==> src/rtl/divisor_pkg.sv <==
// Shared types and key codes for the keypad/divider sequencer.
// Imported by divisor_ctrl and hex_entry.
package divisor_pkg;

  typedef enum logic [2:0] {
    LOAD_A,
    LOAD_B,
    CHECK,
    START,
    WAIT,
    SHOW,
    ERR
  } ctrl_state_t;

  typedef enum logic {
    VIEW_QR,
    VIEW_AB
  } view_t;

  localparam logic [3:0] KEY_CLR  = 4'hE;
  localparam logic [3:0] KEY_VIEW = 4'hF;

  // Bits needed to hold a digit count from 0 up to and including `digits`.
  function automatic int count_width(input int digits);
    return $clog2(digits + 1);
  endfunction

endpackage

==> src/rtl/hex_entry.sv <==
// Hex operand entry: left-shifting nibble register with a count of digits typed so far.
// A clear empties it; a load restarts it holding a single digit.
module hex_entry
  import divisor_pkg::*;
#(
  parameter int W = 8
) (
  input  logic                          clk,
  input  logic                          rst,
  input  logic                          clr,
  input  logic                          load,
  input  logic                          shift,
  input  logic [3:0]                    digit,
  output logic [W-1:0]                  value,
  output logic [count_width(W/4)-1:0]   count,
  output logic                          full
);

  localparam int DIGITS = W / 4;
  localparam int CW     = count_width(DIGITS);

  logic [W-1:0]  value_reg;
  logic [CW-1:0] count_reg;
  logic [W+3:0]  shifted;

  assign shifted = {value_reg, digit};

  always_ff @(posedge clk) begin
    if (rst || clr) begin
      value_reg <= '0;
      count_reg <= '0;
    end else if (load) begin
      value_reg <= W'(digit);
      count_reg <= CW'(1);
    end else if (shift) begin
      value_reg <= shifted[W-1:0];
      count_reg <= count_reg + 1'b1;
    end
  end

  assign value = value_reg;
  assign count = count_reg;
  assign full  = (count_reg == CW'(DIGITS));

endmodule

==> src/rtl/divisor_ctrl.sv <==
// Keypad-to-divider sequencer: gathers operands A and B, launches one division,
// then presents quotient/remainder, the operands, or an error to the display.
module divisor_ctrl
  import divisor_pkg::*;
#(
  parameter int W       = 8,
  parameter int TIMEOUT = 1024
) (
  input  logic               clk,
  input  logic               rst,
  input  logic               key_valid,
  input  logic [3:0]         key_code,
  input  logic               div_busy,
  input  logic               div_done,
  input  logic [W-1:0]       div_q,
  input  logic [W-1:0]       div_r,
  output logic               div_start,
  output logic [W-1:0]       div_a,
  output logic [W-1:0]       div_b,
  output logic [2*W-1:0]     disp_value,
  output logic [2*W/4-1:0]   disp_blank,
  output logic               disp_err
);

  localparam int DIGITS = W / 4;
  localparam int CW     = count_width(DIGITS);
  localparam int TW     = $clog2(TIMEOUT);

  ctrl_state_t   state_reg, state_next;
  view_t         view_reg, view_next;
  logic          drop_reg, drop_next;
  logic [TW-1:0] timer_reg, timer_next;
  logic [W-1:0]  q_reg, q_next, r_reg, r_next;

  logic          a_clr, a_load, a_shift, b_clr, b_shift;
  logic [W-1:0]  a_value, b_value;
  logic [CW-1:0] a_count, b_count;
  logic          a_full, b_full;
  logic [DIGITS-1:0] a_shown, b_shown;

  logic key_digit, key_clear, key_view;

  assign key_digit = key_valid && (key_code < KEY_CLR);
  assign key_clear = key_valid && (key_code == KEY_CLR);
  assign key_view  = key_valid && (key_code == KEY_VIEW);

  hex_entry #(.W(W)) u_entry_a (
    .clk   (clk),
    .rst   (rst),
    .clr   (a_clr),
    .load  (a_load),
    .shift (a_shift),
    .digit (key_code),
    .value (a_value),
    .count (a_count),
    .full  (a_full)
  );

  hex_entry #(.W(W)) u_entry_b (
    .clk   (clk),
    .rst   (rst),
    .clr   (b_clr),
    .load  (1'b0),
    .shift (b_shift),
    .digit (key_code),
    .value (b_value),
    .count (b_count),
    .full  (b_full)
  );

  // Digits are shifted in from the right, so the entered ones occupy the low nibbles.
  for (genvar gi = 0; gi < DIGITS; gi++) begin : g_nibble
    assign a_shown[gi] = (a_count > CW'(gi));
    assign b_shown[gi] = (b_count > CW'(gi));
  end

  always_ff @(posedge clk) begin
    if (rst) begin
      state_reg <= LOAD_A;
      view_reg  <= VIEW_QR;
      drop_reg  <= 1'b0;
      timer_reg <= '0;
      q_reg     <= '0;
      r_reg     <= '0;
    end else begin
      state_reg <= state_next;
      view_reg  <= view_next;
      drop_reg  <= drop_next;
      timer_reg <= timer_next;
      q_reg     <= q_next;
      r_reg     <= r_next;
    end
  end

  always_comb begin
    state_next = state_reg;
    view_next  = view_reg;
    drop_next  = drop_reg;
    timer_next = timer_reg;
    q_next     = q_reg;
    r_next     = r_reg;
    a_clr      = 1'b0;
    a_load     = 1'b0;
    a_shift    = 1'b0;
    b_clr      = 1'b0;
    b_shift    = 1'b0;

    if (div_done) drop_next = 1'b0;

    if (key_clear) begin
      state_next = LOAD_A;
      view_next  = VIEW_QR;
      a_clr      = 1'b1;
      b_clr      = 1'b1;
      // An abandoned division still owes us a done, unless it is landing right now.
      if ((state_reg == START) || ((state_reg == WAIT) && !(div_done && !drop_reg)))
        drop_next = 1'b1;
    end else begin
      case (state_reg)
        LOAD_A: if (key_digit && !a_full) begin
          a_shift = 1'b1;
          if (a_count == CW'(DIGITS - 1)) state_next = LOAD_B;
        end
        LOAD_B: if (key_digit && !b_full) begin
          b_shift = 1'b1;
          if (b_count == CW'(DIGITS - 1)) state_next = CHECK;
        end
        CHECK: state_next = (b_value == '0) ? ERR : START;
        START: if (!div_busy) begin
          state_next = WAIT;
          // Timer counts cycles since the start pulse, which itself is cycle 0.
          timer_next = TW'(1);
        end
        WAIT: begin
          if (div_done && !drop_reg) begin
            q_next     = div_q;
            r_next     = div_r;
            view_next  = VIEW_QR;
            state_next = SHOW;
          end else if (timer_reg == TW'(TIMEOUT - 1)) begin
            state_next = ERR;
          end else begin
            timer_next = timer_reg + 1'b1;
          end
        end
        SHOW: begin
          if (key_view) begin
            view_next = (view_reg == VIEW_QR) ? VIEW_AB : VIEW_QR;
          end else if (key_digit) begin
            a_load     = 1'b1;
            b_clr      = 1'b1;
            state_next = LOAD_A;
          end
        end
        ERR: if (key_digit) begin
          a_load     = 1'b1;
          b_clr      = 1'b1;
          state_next = LOAD_A;
        end
        default: state_next = LOAD_A;
      endcase
    end
  end

  assign div_start = (state_reg == START) && !div_busy && !rst;
  assign div_a     = a_value;
  assign div_b     = b_value;

  always_comb begin
    disp_value = '0;
    disp_blank = '1;
    disp_err   = 1'b0;
    case (state_reg)
      LOAD_A, LOAD_B: begin
        disp_value = {a_value, b_value};
        disp_blank = {~a_shown, ~b_shown};
      end
      CHECK, START, WAIT: begin
        disp_value = {a_value, b_value};
        disp_blank = '0;
      end
      SHOW: begin
        disp_value = (view_reg == VIEW_QR) ? {q_reg, r_reg} : {a_value, b_value};
        disp_blank = '0;
      end
      ERR: begin
        disp_err   = 1'b1;
        disp_blank = '0;
      end
      default: ;
    endcase
  end

endmodule

==> config.mk <==
export PLATFORM = sky130hd
export DESIGN_NAME = divisor_ctrl
export DESIGN_NICKNAME = d
export VERILOG_FILES = /design/src/rtl/divisor_pkg.sv /design/src/rtl/hex_entry.sv /design/src/rtl/divisor_ctrl.sv
export SDC_FILE = /design/constraint.sdc
export NUM_CORES = 1
export LEC_CHECK = 0
export CAP_MARGIN = 20
export CORE_MARGIN = 3
export CORE_UTILIZATION = 40
export CTS_BUF_LIST = sky130_fd_sc_hd__clkbuf_8
export DETAILED_ROUTE_END_ITERATION = 7
export GPL_ROUTABILITY_DRIVEN = 0
export PLACE_DENSITY = 0.74
export SLEW_MARGIN = 10
export SYNTH_ARGS = -nofsm -noshare
export SYNTH_HDL_FRONTEND = slang
export SYNTH_SLANG_ARGS = --single-unit
==> constraint.sdc <==
create_clock -name clk -period 6 [get_ports clk]
set_clock_uncertainty 0.05 [all_clocks]
set_input_delay 0.6 -clock clk [delete_from_list [all_inputs] [get_ports clk]]
set_output_delay 0.6 -clock clk [all_outputs]
set_load 0.05 [all_outputs]
Word level (Yosys, flattened, before mapping)
Index checks and enable logic that the tools add are counted.

word-level totals
  register bits = 51
  latch bits = 0
  bits in writable memories = 0
  ROM bits = 0
  input bits = 25
  word-level logic and storage cells = 121
  memories = 0

operators by class
  add/sub/neg operators = 3
  multipliers = 0
  div/mod/pow operators = 0
  order comparisons = 5
  equal/unequal tests = 24
  shift-type cells = 0
  muxes and demuxes = 42
  bitwise gates (word level) = 3
  reductions and logical operators = 32

operators with widths
  operator                 count
  $pmux W16 S2             1
  $mux W10                 3
  $mux W3                  10
  $pmux W3 S7              1
  $mux W1                  20
  $pmux W10 S2             1
  $ne A2 B2 Y1 const B     9
  $mux W16                 1
  $add A10 B1 Y10 const B  1
  $eq A10 B10 Y1 const B   1
  $reduce_or A5 Y1         2
  $eq A3 B3 Y1 const B     3
  $logic_and A1 B1 Y1      9
  $eq A4 B4 Y1 const B     2
  $gt A2 B1 Y1 const B     4
  $logic_not A8 Y1         1
  $mux W4                  2
  $pmux W4 S2              1
  $reduce_and A7 Y1        1
  $eq A3 B2 Y1 const B     2
  $logic_not A1 Y1         6
  $reduce_and A3 Y1        2
  $reduce_bool A2 Y1       3
  $reduce_or A2 Y1         3
  other kinds (13)         20

Longest topological paths before layout
Gate-level depths: netlist of the first run.

  word-level depth = 8
  depth in mapped cells = 8
  gate-level depth less buffers = 7

Cells and area by module
A second synthesis of the first run with hierarchy kept.

unflattened totals
  cell total of the unflattened synthesis = 310
  area total of the unflattened synthesis = 2642.5 µm²

modules (own cells, without submodules)
  module        times used  cells an instance  area an instance (µm²)
  divisor_ctrl  1           230                1831.8
  hex_entry     2           40                 405.4

Worst setup path after synthesis of the first run
Ideal clock, no wire load.

  path type = register to output
  start = register state_reg[1]
  end = output port disp_value[10]
  data arrival time = 1777 ps
  data required time = 5350 ps
  path slack = 3573 ps
  stages on the path, launching flop included = 7
  cells stage by stage = dfxtp_1 > buf_2 > buf_2 > nand3b_1 > nor2_1 > buf_2 > a22o_1

between the ends
  cells in the longest elaborated chain, start to end = 3
  elaborated cells between the ends (all ways) = 8

RTL lines
  element                               RTL line             text
  start: declaration                    divisor_ctrl.sv:29   ctrl_state_t state_reg, state_next;
  start signal: assignment              divisor_ctrl.sv:86   state_reg <= state_next;
  $eq A3 B2 Y1 (tied with other cells)  divisor_ctrl.sv:173  case (state_reg)
  $reduce_or A5 Y1 (no source line)     n/a
  $pmux W16 S2 *                        divisor_ctrl.sv:173
  end: declaration                      divisor_ctrl.sv:20   output logic [2*W-1:0] disp_value,

Mark *: on every way between the ends. The rest lies on a longest branch, timed or not.

Worst setup path in the final report of the first run
  start = register state_reg[2]
  end = output port disp_value[13]

The elaborated chain is that of the path after synthesis.

==> results of run 1 <==
-- Yosys cell counts, drive strengths merged (2+ instances only) --
library cell	instances	area (um2)
a211oi	3	22.5
a21oi	27	135
a22o	15	131
a311oi	3	32.5
a31oi	6	37.5
a41oi	2	17.5
and4	2	17.5
buf	12	71.3
clkbuf	6	22.5
dfxtp	51	1020
ha	7	87.6
inv	11	41.3
mux2i	18	180
nand2	51	191
nand2b	4	25.0
nand3	7	35.0
nand3b	2	15.0
nand4	4	25.0
nor2	42	165
nor3	3	37.5
nor4	4	46.3
o21a	5	37.5
o21ai	9	45.0
o22ai	2	18.8
or3	3	18.8
or4	3	26.3
-- layout make-up --
type | instances | area, um2
Sequential cell | 51 | 1020
Inverter | 11 | 41.3
Clock buffer | 5 | 68.8
Clock inverter | 3 | 20.0
Multi-Input combinational cell | 238 | 1500
Timing Repair Buffer | 68 | 677
Tap cell | 77 | 96.3
Fill cell | 595 | 2970
-- worst paths after layout --
kind                     to  slack, ns
max          disp_value[13]       2.52
min                q_reg[4]       0.41
max reg2reg    timer_reg[0]       3.49
min reg2reg        q_reg[4]       0.41
-- worst max-delay path: cells and delay by family, from the launching register on --
family / cells / cell delay, ns
AO/OA/AOI/OAI: 1 / 0.17
flip-flops: 1 / 0.69
AND/OR/NAND/NOR: 2 / 0.63
buffers and inverters: 2 / 1.03
-- per-layer routing --
metal	GRT usage, %	vias to the layer above
met1	23.6	1228
met2	31.5	69
li1	-	1243
met4	6.83	0
met5	0	-
met3	3.12	8
-- cells by family (layout without fill, tap and decap cells) --
group | Yosys count | count (layout) | share of synthesized area (%)
simple gates | 131 | 131 | 24.9
flops | 51 | 51 | 38.5
mux | 19 | 19 | 7.22
buf+inv | 29 | 87 | 5.10
fa+ha+maj | 7 | 7 | 3.30
compound gates | 79 | 79 | 20.3
xor+xnor | 2 | 2 | 0.661
-- power by group through the flow --
stage               clock [mW]  combinational, mW  sequential [mW]
floorplan                    0              0.188            0.404
finish                   0.203              0.293            0.383
global route             0.218              0.316            0.386
CTS                      0.204              0.295            0.383
detailed placement           0              0.293            0.391
global placement             0              0.289            0.389
==> impl_summary.md, run 1 <==
CTS
TritonCTS built the clock tree. The H-tree was split into 2 levels. The master cell of the clock root buffer is clkbuf_8.

The number of CTS-inserted buffers is 5. After clock tree synthesis, the setup repair step added 0 buffers. The register clock-pin slew on the reported worst setup and hold paths is 0.09 ns. The clock latency of the later-clocked register in the worst-skew pair is 0.31 ns. Counting along the longest clock path gives a buffer depth of 2. The number of gates resized after CTS is 0.

Hold repair after CTS inserted 0 buffers. Clock tree synthesis found a total of 51 sinks.

Critical path
Of all nets on the critical path, the largest fanout is 20. The slowest stage of the critical path belongs to the cell clkdlybuf4s50_1. The biggest cell delay along the critical path is 0.80 ns.

The launch point of the worst path is state_reg[2]. The critical path start-end classification is flip-flop to output port. The critical path goes through nand3b_1 -> nor2_1 -> buf_6 -> a22o_1 -> clkdlybuf4s50_1. Data arrives at the worst endpoint at 2.83 ns. The number of cells on the worst reg-to-reg path is 6. The worst setup path is launched from a flip-flop.

The capturing element type of the critical path is an output port. The required time reported for the critical path endpoint is 5.35 ns. The launch point of the worst reg-to-reg path is state_reg[2].

Floorplan
The number of rows created at floorplan is 29. In this run the vertical extent of the chip is 87.4 um. The initial core utilization is roughly 42%.

The I/O pin total is between 60 and 70. The placeable core area is 6390 um2. From left edge to right edge, the die measures 87.4 um.

The die covers 7640 um2.

Timing
The final worst setup slack is between 2 and 3 ns. The total of endpoints with negative setup slack in the final report is 0. Setup repair after global routing left no endpoint under its margin. The relative max-transition margin is 53.8%. The maximum clock rate is 287 MHz. The final max-slew violation count is 0. The accumulated negative setup slack is 0 ns. The post-route fraction of the period consumed by the critical path is 58.1%. The final hold slack is 0.413 ns. The slew at the pin closest to its max-slew limit is a little under 0.7 ns. The hold violation count in the final report was 0.

The minimum period implied by the final worst setup slack is approximately 3.5 ns.

Routing
In this run the remaining antenna-violating nets after routing total 0. For this block, the via count after detailed routing is approximately 2500. After detailed routing, the number of remaining DRC violations is 0.

The first detailed-routing pass ran for 4 iterations. The met3 wire length is about 300 um. The top routing layer in use is met4.

In the routed layout, each cell is associated on average with a via count of around 5.6. The wire length per cell is approximately 15 um. The total detailed-routing wirelength is 6950 um. The routed metal-1 wire length is 3090 um. Summed over all nets, wire length on met2 after detailed routing comes to 3490 um. The number of DRC markers after the initial detailed-route iteration is 163.

Layout
In the final layout, the share of cells above drive strength 1 is 7.18%. Measured on the finished design, the core utilization comes to ~54%. The leading cell type in the layout, fill and taps excluded is clkdlybuf4s50_1. The count of cells in the finished layout, fillers not included, comes to approximately 450.

Leaving out fill and tap cells, the most frequent cells in the layout are 62 x clkdlybuf4s50_1, 51 x nand2_1, 51 x dfxtp_1, 41 x nor2_1, 27 x a21oi_1. The layout overhead on the synthesized area is 29.0%. The number of antenna diodes in the final layout is 0.

The finished layout cell area is 3420 um2. The final net count is ~400. The flip-flop count of the largest register after layout is 10.

Placement
The cell area reported after detailed placement is 3320 um2. Summed over all nets, the half-perimeter wirelength after detailed placement is 5030 um. After detailed placement, the design holds a cell count of 444. The minimum setup slack after placement is 2.42 ns.

In this run the tool buffered the top-level ports with 62 buffer cells.

Synth
Counting every instance in the synthesized netlist gives around 320. For this run, the number of Yosys warnings is 0. The number of flops mapped to enable cells by yosys is 0. After synthesis, the netlist uses 53 different library cells. The post-synthesis instance area is ~2700 um2. The most frequently used flop master after synthesis is dfxtp_1.

The average cell area after synthesis is 8.34 um2. The number of nets in the synthesized netlist is 350. Of all flip-flops after synthesis, the portion carrying an async set or reset was 0%.

The post-synthesis register bit count is 51. After synthesis, flip-flops and latches occupy 38.5% of the total area.

Global route
The aggregate global routing overflow is 0. Entering global routing, the biggest net connects 31 pins. The first global-routing pass estimated 11400 um of wire. Across every metal layer, demand over resource in global routing totals between 10% and 20%.

The number of antenna violations at the first check in global routing is 0. The number of global-route vias before repair is about 2500.

Power
The internal power contribution is around 0.55 mW. The power per standard cell area is approximately 260 nW/um2. The fraction of power consumed by combinational cells is about 33%. The switching part of the total is 37.3%. In this run the power spent charging and discharging nets is 0.328 mW.

Summed over all cells, the static leakage comes to 1.28 nW. The worst-case IR drop observed on VDD is 155 uV. The share of power burned in registers is 43.6%. The clock network burns 23.0% of the power. The total power consumption of the routed design is 0.879 mW.

Worst hold path
The path category of the worst min-delay check is flip-flop to flip-flop. Counting instances, the worst hold path has a depth of 2. The start point of the worst hold path is q_reg[4].

Flow run
The max capacitance violation total is 0.

Run status
The flow ran to the end, and the final reports show no timing, DRC or antenna violations.
No activity file was read; power rests on OpenSTA's default activity.
==> run 2, diff against run 1 <==
--- a/config.mk
+++ b/config.mk
@@ -11,7 +11,7 @@
 export CTS_BUF_LIST = sky130_fd_sc_hd__clkbuf_8
 export DETAILED_ROUTE_END_ITERATION = 7
 export GPL_ROUTABILITY_DRIVEN = 0
-export PLACE_DENSITY = 0.74
+export PLACE_DENSITY = 0.76
 export SLEW_MARGIN = 10
 export SYNTH_ARGS = -nofsm -noshare
 export SYNTH_HDL_FRONTEND = slang
==> constraint.sdc (replaced) <==
create_clock -name clk -period 3 [get_ports clk]
set_clock_uncertainty 0.05 [all_clocks]
set_input_delay 0.3 -clock clk [delete_from_list [all_inputs] [get_ports clk]]
set_output_delay 0.3 -clock clk [all_outputs]
set_load 0.05 [all_outputs]
==> run 2 against run 1 <==
Against the previous run:
- sequential share of layout area fell by 1.6 points
- first-iteration DRC count fell by 22%
- count of clock-buffer cells in the layout rose by 1
- design area rose by 5.7%
- clock power rose by 150%
- critical endpoint is now disp_value[12]
- largest power group unchanged
==> impl_summary.md, run 2 (synthesis results as in run 1) <==
Placement
The cell area reported after detailed placement is 3500 um2 (+5.4%). The detailed placement HPWL is 5020 um (-0.28%). The count of input and output buffers is 62 (unchanged).

Floorplan
The number of rows created at floorplan was 29 (unchanged). The vertical die dimension is 87.4 um (unchanged). The floorplan die area is 7640 um2 (unchanged). The placeable core area is 6390 um2 (unchanged). The initial core utilization is 41.5% (unchanged). The horizontal extent of the die was 87.4 um (unchanged). The I/O pin total is 63 (unchanged).

CTS
The number of buffers inserted to repair setup after CTS is 0 (unchanged). The number of CTS-inserted buffers is 5 (unchanged). The register clock-pin slew on the reported worst setup and hold paths is 0.09 ns (about the same). The total number of H-tree levels came to 2 (unchanged). The clock latency of the later-clocked register in the worst-skew pair came to 0.31 ns (about the same).

The master cell of the clock root buffer is clkbuf_8. The clock sink count was 51 (unchanged). The count of hold-fix buffers inserted at cts was 0 (unchanged). The number of gates resized after CTS is 0 (unchanged). The clock tree buffer depth came to 2 (unchanged).

The clock tree from TritonCTS is done.

Critical path
The critical path arrival is 2.44 ns (-0.39 ns). The biggest cell delay along the critical path came to 0.84 ns (+0.04 ns). The largest fanout on the critical path is 15 (-25%). The signal on the critical path passes through inv_2 -> nor2_1 -> a31oi_1 -> o22ai_1 -> clkdlybuf4s50_1. STA classifies the critical path endpoint as an output port.

The slowest cell on the critical path is clkdlybuf4s50_1. The worst setup path is launched from a flip-flop. The required time reported for the critical path endpoint is 2.65 ns (-2.70 ns). The worst setup path is of the flip-flop to output port kind.

Run status
The flow ran to the end, and the final reports show no timing, DRC or antenna violations.

Power
The worst-case vdd ir drop is 357 uV (+130%). The power per standard cell area is 525 nW/um2 (+100%). The leakage dissipation is 1.39 nW (+8.5%).

Timing
The total of endpoints with negative setup slack in the final report came to 0 (unchanged). The accumulated negative setup slack came to 0 ns (unchanged). The maximum clock rate is 358 MHz. The slew at the pin closest to its max-slew limit is 0.696 ns (+0.00449 ns). Setup repair after global routing left no endpoint under its margin. The relative max-transition margin is 53.3% (-0.52 points). The worst path uses 93.1% of the clock period. The final max-slew violation count came to 0 (unchanged).

The hold violation count in the final report came to 0 (unchanged). The smallest clock period supported by the final layout is computed as 2.79 ns.

Global route
The maximum number of pins on one net before global-route repair is 30 (-3.2%). The number of global-route vias before repair was 2396 (-2.9%). The aggregate global routing overflow is 0 (unchanged).

The wire length of the first global-routing pass is 11600 um (+1.6%). The total global-route track usage is 19.0% (+0.43 points). The number of antenna violations at the first check in global routing is 0 (unchanged).

Routing
The total iterations of the first detailed-routing run is 4 (unchanged). The total detailed-routing wirelength was 6790 um (-2.4%). The number of DRC markers after the initial detailed-route iteration came to 127 (-22%). The number of remaining DRC errors is 0 (unchanged). The wire length per cell is 14.9 um (-3.1%). The number of nets with antenna violations after routing is 0 (unchanged). The via count is 2466 (-3.2%). The post-detailed-route via-to-cell ratio came to 5.41 (-3.9%).

Layout
The finished layout cell area is 3610 um2 (+5.7%). From synthesis to final layout, the design area changed by 36.3%. The library cells used most frequently in the layout, excluding fill and tap cells, are 51 x nand2_1, 51 x dfxtp_1, 46 x clkdlybuf4s50_1, 41 x nor2_1, 27 x a21oi_1.

The final net count was 410 (+0.74%). The post-route core utilization is 56.6% (+3.1 points). The antenna diode instance count is 0 (unchanged). The ratio of cells with drive above 1 in the final layout came to 12.1% (+5.0 points). The number of fillers in the final layout is 564 (-5.2%).

The flip-flop count of the largest register after layout was 10 (unchanged).

Worst hold path
The path class of the tightest hold or removal check is flip-flop to flip-flop.

Flow run
The max capacitance violation total is 0 (unchanged).
-- run 2: cell count changes in the layout (fill, tap and decap cells not counted), sizes merged --
cell | previous run | this run
clkbuf | 5 | 6
clkdlybuf4s50 | 62 | 46
bufinv | 0 | 1
clkinvlp | 2 | 0
buf | 6 | 25
-- run 2: critical path: cells and delay by family (launching register included) --
family,cells,cell delay (ns)
flip-flops,1,0.68
AO/OA/AOI/OAI,2,0.29
AND/OR/NAND/NOR,1,0.21
buffers and inverters,2,0.95
-- run 2: metal layers --
metal | up-vias | wire [um] | global-route usage, %
met5 | - | 0 | 0
met4 | 0 | 73 | 5.16
met3 | 6 | 295 | 3.88
met2 | 61 | 3360 | 31.6
met1 | 1154 | 3060 | 25.0
li1 | 1245 | - | -
-- run 2: final timing paths --
kind / from / to / slack (ns) / cells past startpoint
hold / removal: r_reg[1] / r_reg[1] / 0.41 / 2
setup reg to reg: state_reg[1] / q_reg[6] / 0.77 / 7
hold reg to reg: r_reg[1] / r_reg[1] / 0.41 / 2
setup / recovery: state_reg[0] / disp_value[12] / 0.21 / 5
-- run 2: final cells by class --
class / count / area, um2 / area share, %
Timing Repair Buffer: 71 / 843 / 23.3
Clock inverter: 2 / 35.0 / 0.969
Sequential cell: 51 / 1020 / 28.2
Clock buffer: 6 / 82.6 / 2.28
Tap cell: 77 / 96.3 / 2.67
Inverter: 11 / 41.3 / 1.14
Multi-Input combinational cell: 238 / 1500 / 41.4
-- run 2: metrics by stage --
step / total power [mW] / setup slack (ns) / hold slack, ns / cells
finish: 1.90 / 0.208 / 0.413 / 456
global route: 1.99 / 0.0956 / 0.439 / 456
CTS: 1.91 / 0.204 / 0.414 / 456
detailed placement: 1.41 / 0.561 / 0.402 / 448
global placement: 1.40 / 0.399 / 0.396 / 445
floorplan: 1.18 / 0.873 / 0.386 / 318
-- run 2: power by group --
part           internal [mW]  total (mW)  leakage (nW)  switching (mW)
logic                  0.264       0.637         0.918           0.372
clock network          0.270       0.500        0.0612           0.230
registers              0.710       0.761         0.412          0.0514
==> run 3, diff against run 2 <==
--- a/config.mk
+++ b/config.mk
@@ -8,11 +8,11 @@
 export CAP_MARGIN = 20
 export CORE_MARGIN = 3
 export CORE_UTILIZATION = 40
-export CTS_BUF_LIST = sky130_fd_sc_hd__clkbuf_8
+export CTS_BUF_LIST = sky130_fd_sc_hd__clkbuf_16
+export CTS_CLUSTER_SIZE = 8
 export DETAILED_ROUTE_END_ITERATION = 7
 export GPL_ROUTABILITY_DRIVEN = 0
 export PLACE_DENSITY = 0.76
-export SLEW_MARGIN = 10
 export SYNTH_ARGS = -nofsm -noshare
 export SYNTH_HDL_FRONTEND = slang
 export SYNTH_SLANG_ARGS = --single-unit
==> run 3 against run 2 <==
Against the previous run:
- hold slack worse by 0.0030 ns
- critical path type unchanged
- core utilization is 0.72 points higher
- final cell count stayed put
- sequential power hardly changed
==> impl_summary.md, run 3 (synthesis results as in run 1) <==
Timing
The total of endpoints with negative setup slack in the final report was 0 (unchanged). The relative max-transition margin is 51.0% (-2.3 points). The minimum period implied by the final worst setup slack was 2.78 ns (-0.0116 ns).

The accumulated negative setup slack came to 0 ns (unchanged). The maximum clock rate is 360 MHz (+0.42%). The final max-slew violation count is 0 (unchanged).

The post-route fraction of the period consumed by the critical path is 92.7% (-0.39 points). The final worst setup slack came to 0.219 ns (+0.0116 ns). The slew at the pin closest to its max-slew limit came to 0.730 ns (+0.0344 ns).

The hold violation count in the final report came to 0 (unchanged). Setup repair after global routing left no endpoint under its margin.

Floorplan
The vertical die dimension came to 87.4 um (unchanged). The I/O pin total is 63 (unchanged). The horizontal extent of the die is 87.4 um (unchanged). The placeable core area is 6390 um2 (unchanged). The initial core utilization was 41.5% (unchanged).

The floorplan die area is 7640 um2 (unchanged). The number of rows created at floorplan is 29 (unchanged).

Placement
The cell area reported after detailed placement is 3500 um2 (unchanged). The count of input and output buffers is 62 (unchanged). The detailed placement HPWL is 5020 um (unchanged). The minimum setup slack after placement came to 0.561 ns (unchanged).

Layout
The antenna diode instance count is 0 (unchanged). The number of fillers in the final layout came to 558 (-1.1%). The final net count is 410 (unchanged).

The layout overhead on the synthesized area is 38.1%. The finished layout cell area came to 3660 um2 (+1.3%). The ratio of cells with drive above 1 in the final layout is 11.9% (-0.26 points).

In the layout the commonest cells are 51 x nand2_1, 51 x dfxtp_1, 46 x clkdlybuf4s50_1, 41 x nor2_1, 27 x a21oi_1. The flip-flop count of the largest register after layout came to 10 (unchanged).

CTS
The register clock-pin slew on the reported worst setup and hold paths came to 0.07 ns (-0.02 ns). The number of buffers inserted to repair setup after CTS is 0 (unchanged). The clock tree buffer depth is 2 (unchanged). The total number of H-tree levels is 2 (unchanged). The number of CTS-inserted buffers came to 5 (unchanged). The number of gates resized after CTS came to 0 (unchanged). The cell sitting at the root of the clock tree is a clkbuf_16. The clock latency of the later-clocked register in the worst-skew pair is 0.29 ns (-0.02 ns). TritonCTS built the clock tree. The count of hold-fix buffers inserted at cts was 0 (unchanged). The clock sink count is 51 (unchanged).

Routing
The total iterations of the first detailed-routing run is 5 (+1). The total detailed-routing wirelength is 6880 um (+1.4%). The via count is 2495 (+1.2%).

The wire length per cell is 15.1 um (+1.4%). The number of remaining DRC errors was 0 (unchanged). The post-detailed-route via-to-cell ratio is 5.47 (+1.2%).

The number of nets with antenna violations after routing is 0 (unchanged). The number of DRC markers after the initial detailed-route iteration is 96 (-24%).

Power
The power per standard cell area is 558 nW/um2 (+6.4%). The leakage dissipation came to 1.41 nW (+1.4%). The worst-case vdd ir drop is 395 uV (+11%). The total power consumption of the routed design is 2.04 mW (+7.7%).

Critical path
The worst setup path is of the flip-flop to output port kind. The critical path launch point type is a flip-flop. The critical path arrival was 2.43 ns (about the same). The launch point of the worst reg-to-reg path is state_reg[1].

STA classifies the critical path endpoint as an output port. The required time reported for the critical path endpoint came to 2.65 ns (about the same). The largest fanout on the critical path came to 15 (unchanged). The critical path starts at state_reg[0].

Global route
The number of antenna violations at the first check in global routing is 0 (unchanged). The maximum number of pins on one net before global-route repair was 30 (unchanged). The number of global-route vias before repair is 2412 (+0.67%).

The total global-route track usage is 19.5% (+0.41 points). The aggregate global routing overflow is 0 (unchanged). The wire length of the first global-routing pass was 11700 um (+0.90%).

Flow run
The max capacitance violation total is 0 (unchanged).

Run status
The flow ran to the end, and the final reports show no timing, DRC or antenna violations.

Worst hold path
The path category of the worst min-delay check is flip-flop to flip-flop. The start point of the worst hold path is r_reg[1].
run 3: final timing paths:
path                                       end  slack, ns  cells past startpoint
worst min register to register        r_reg[1]       0.41                      2
worst max register to register        q_reg[7]       0.75                      7
worst min-delay path                  r_reg[1]       0.41                      2
worst max-delay path            disp_value[12]       0.22                      5
run 3: layout make-up:
| cell class | count | area (um2) | area share [%] |
|---|---|---|---|
| clock buffer | 5 | 125 | 3.42 |
| inverter | 11 | 41.3 | 1.13 |
| sequential | 51 | 1020 | 27.9 |
| clock inverter | 3 | 38.8 | 1.06 |
| tap | 77 | 96.3 | 2.63 |
| timing repair buffer | 71 | 843 | 23.0 |
| multi-input combinational | 238 | 1500 | 40.8 |
run 3: critical path, cell delays in order, from the launching register on:
cell             delay [ns]
dfxtp_1                0.68
inv_2                  0.11
nor2_1                 0.21
a31oi_1                0.11
o22ai_1                0.18
clkdlybuf4s50_1        0.83
run 3: report_power, final:
group | switching [mW] | internal [mW]
clock | 0.253 | 0.389
sequential | 0.0521 | 0.710
combinational | 0.375 | 0.264
run 3: through the flow:
| step | hold slack (ns) | utilization, % | std cells |
|---|---|---|---|
| 2_1_floorplan | 0.386 | - | 318 |
| 5_1_grt | 0.435 | 57.3 | 456 |
| 4_1_cts | 0.411 | 57.3 | 456 |
| 6_report | 0.410 | 57.3 | 456 |
| 3_3_place_gp | 0.396 | 54.3 | 445 |
| 3_5_place_dp | 0.402 | 54.8 | 448 |
run 3: per-layer routing:
metal / share of wire (%) / GRT usage, % / vias to the layer above
li1: - / - / 1253
met1: 44 / 25.1 / 1159
met2: 49 / 32.1 / 77
met3: 5.5 / 3.88 / 6
met4: 1.5 / 6.83 / 0
met5: 0 / 0 / -
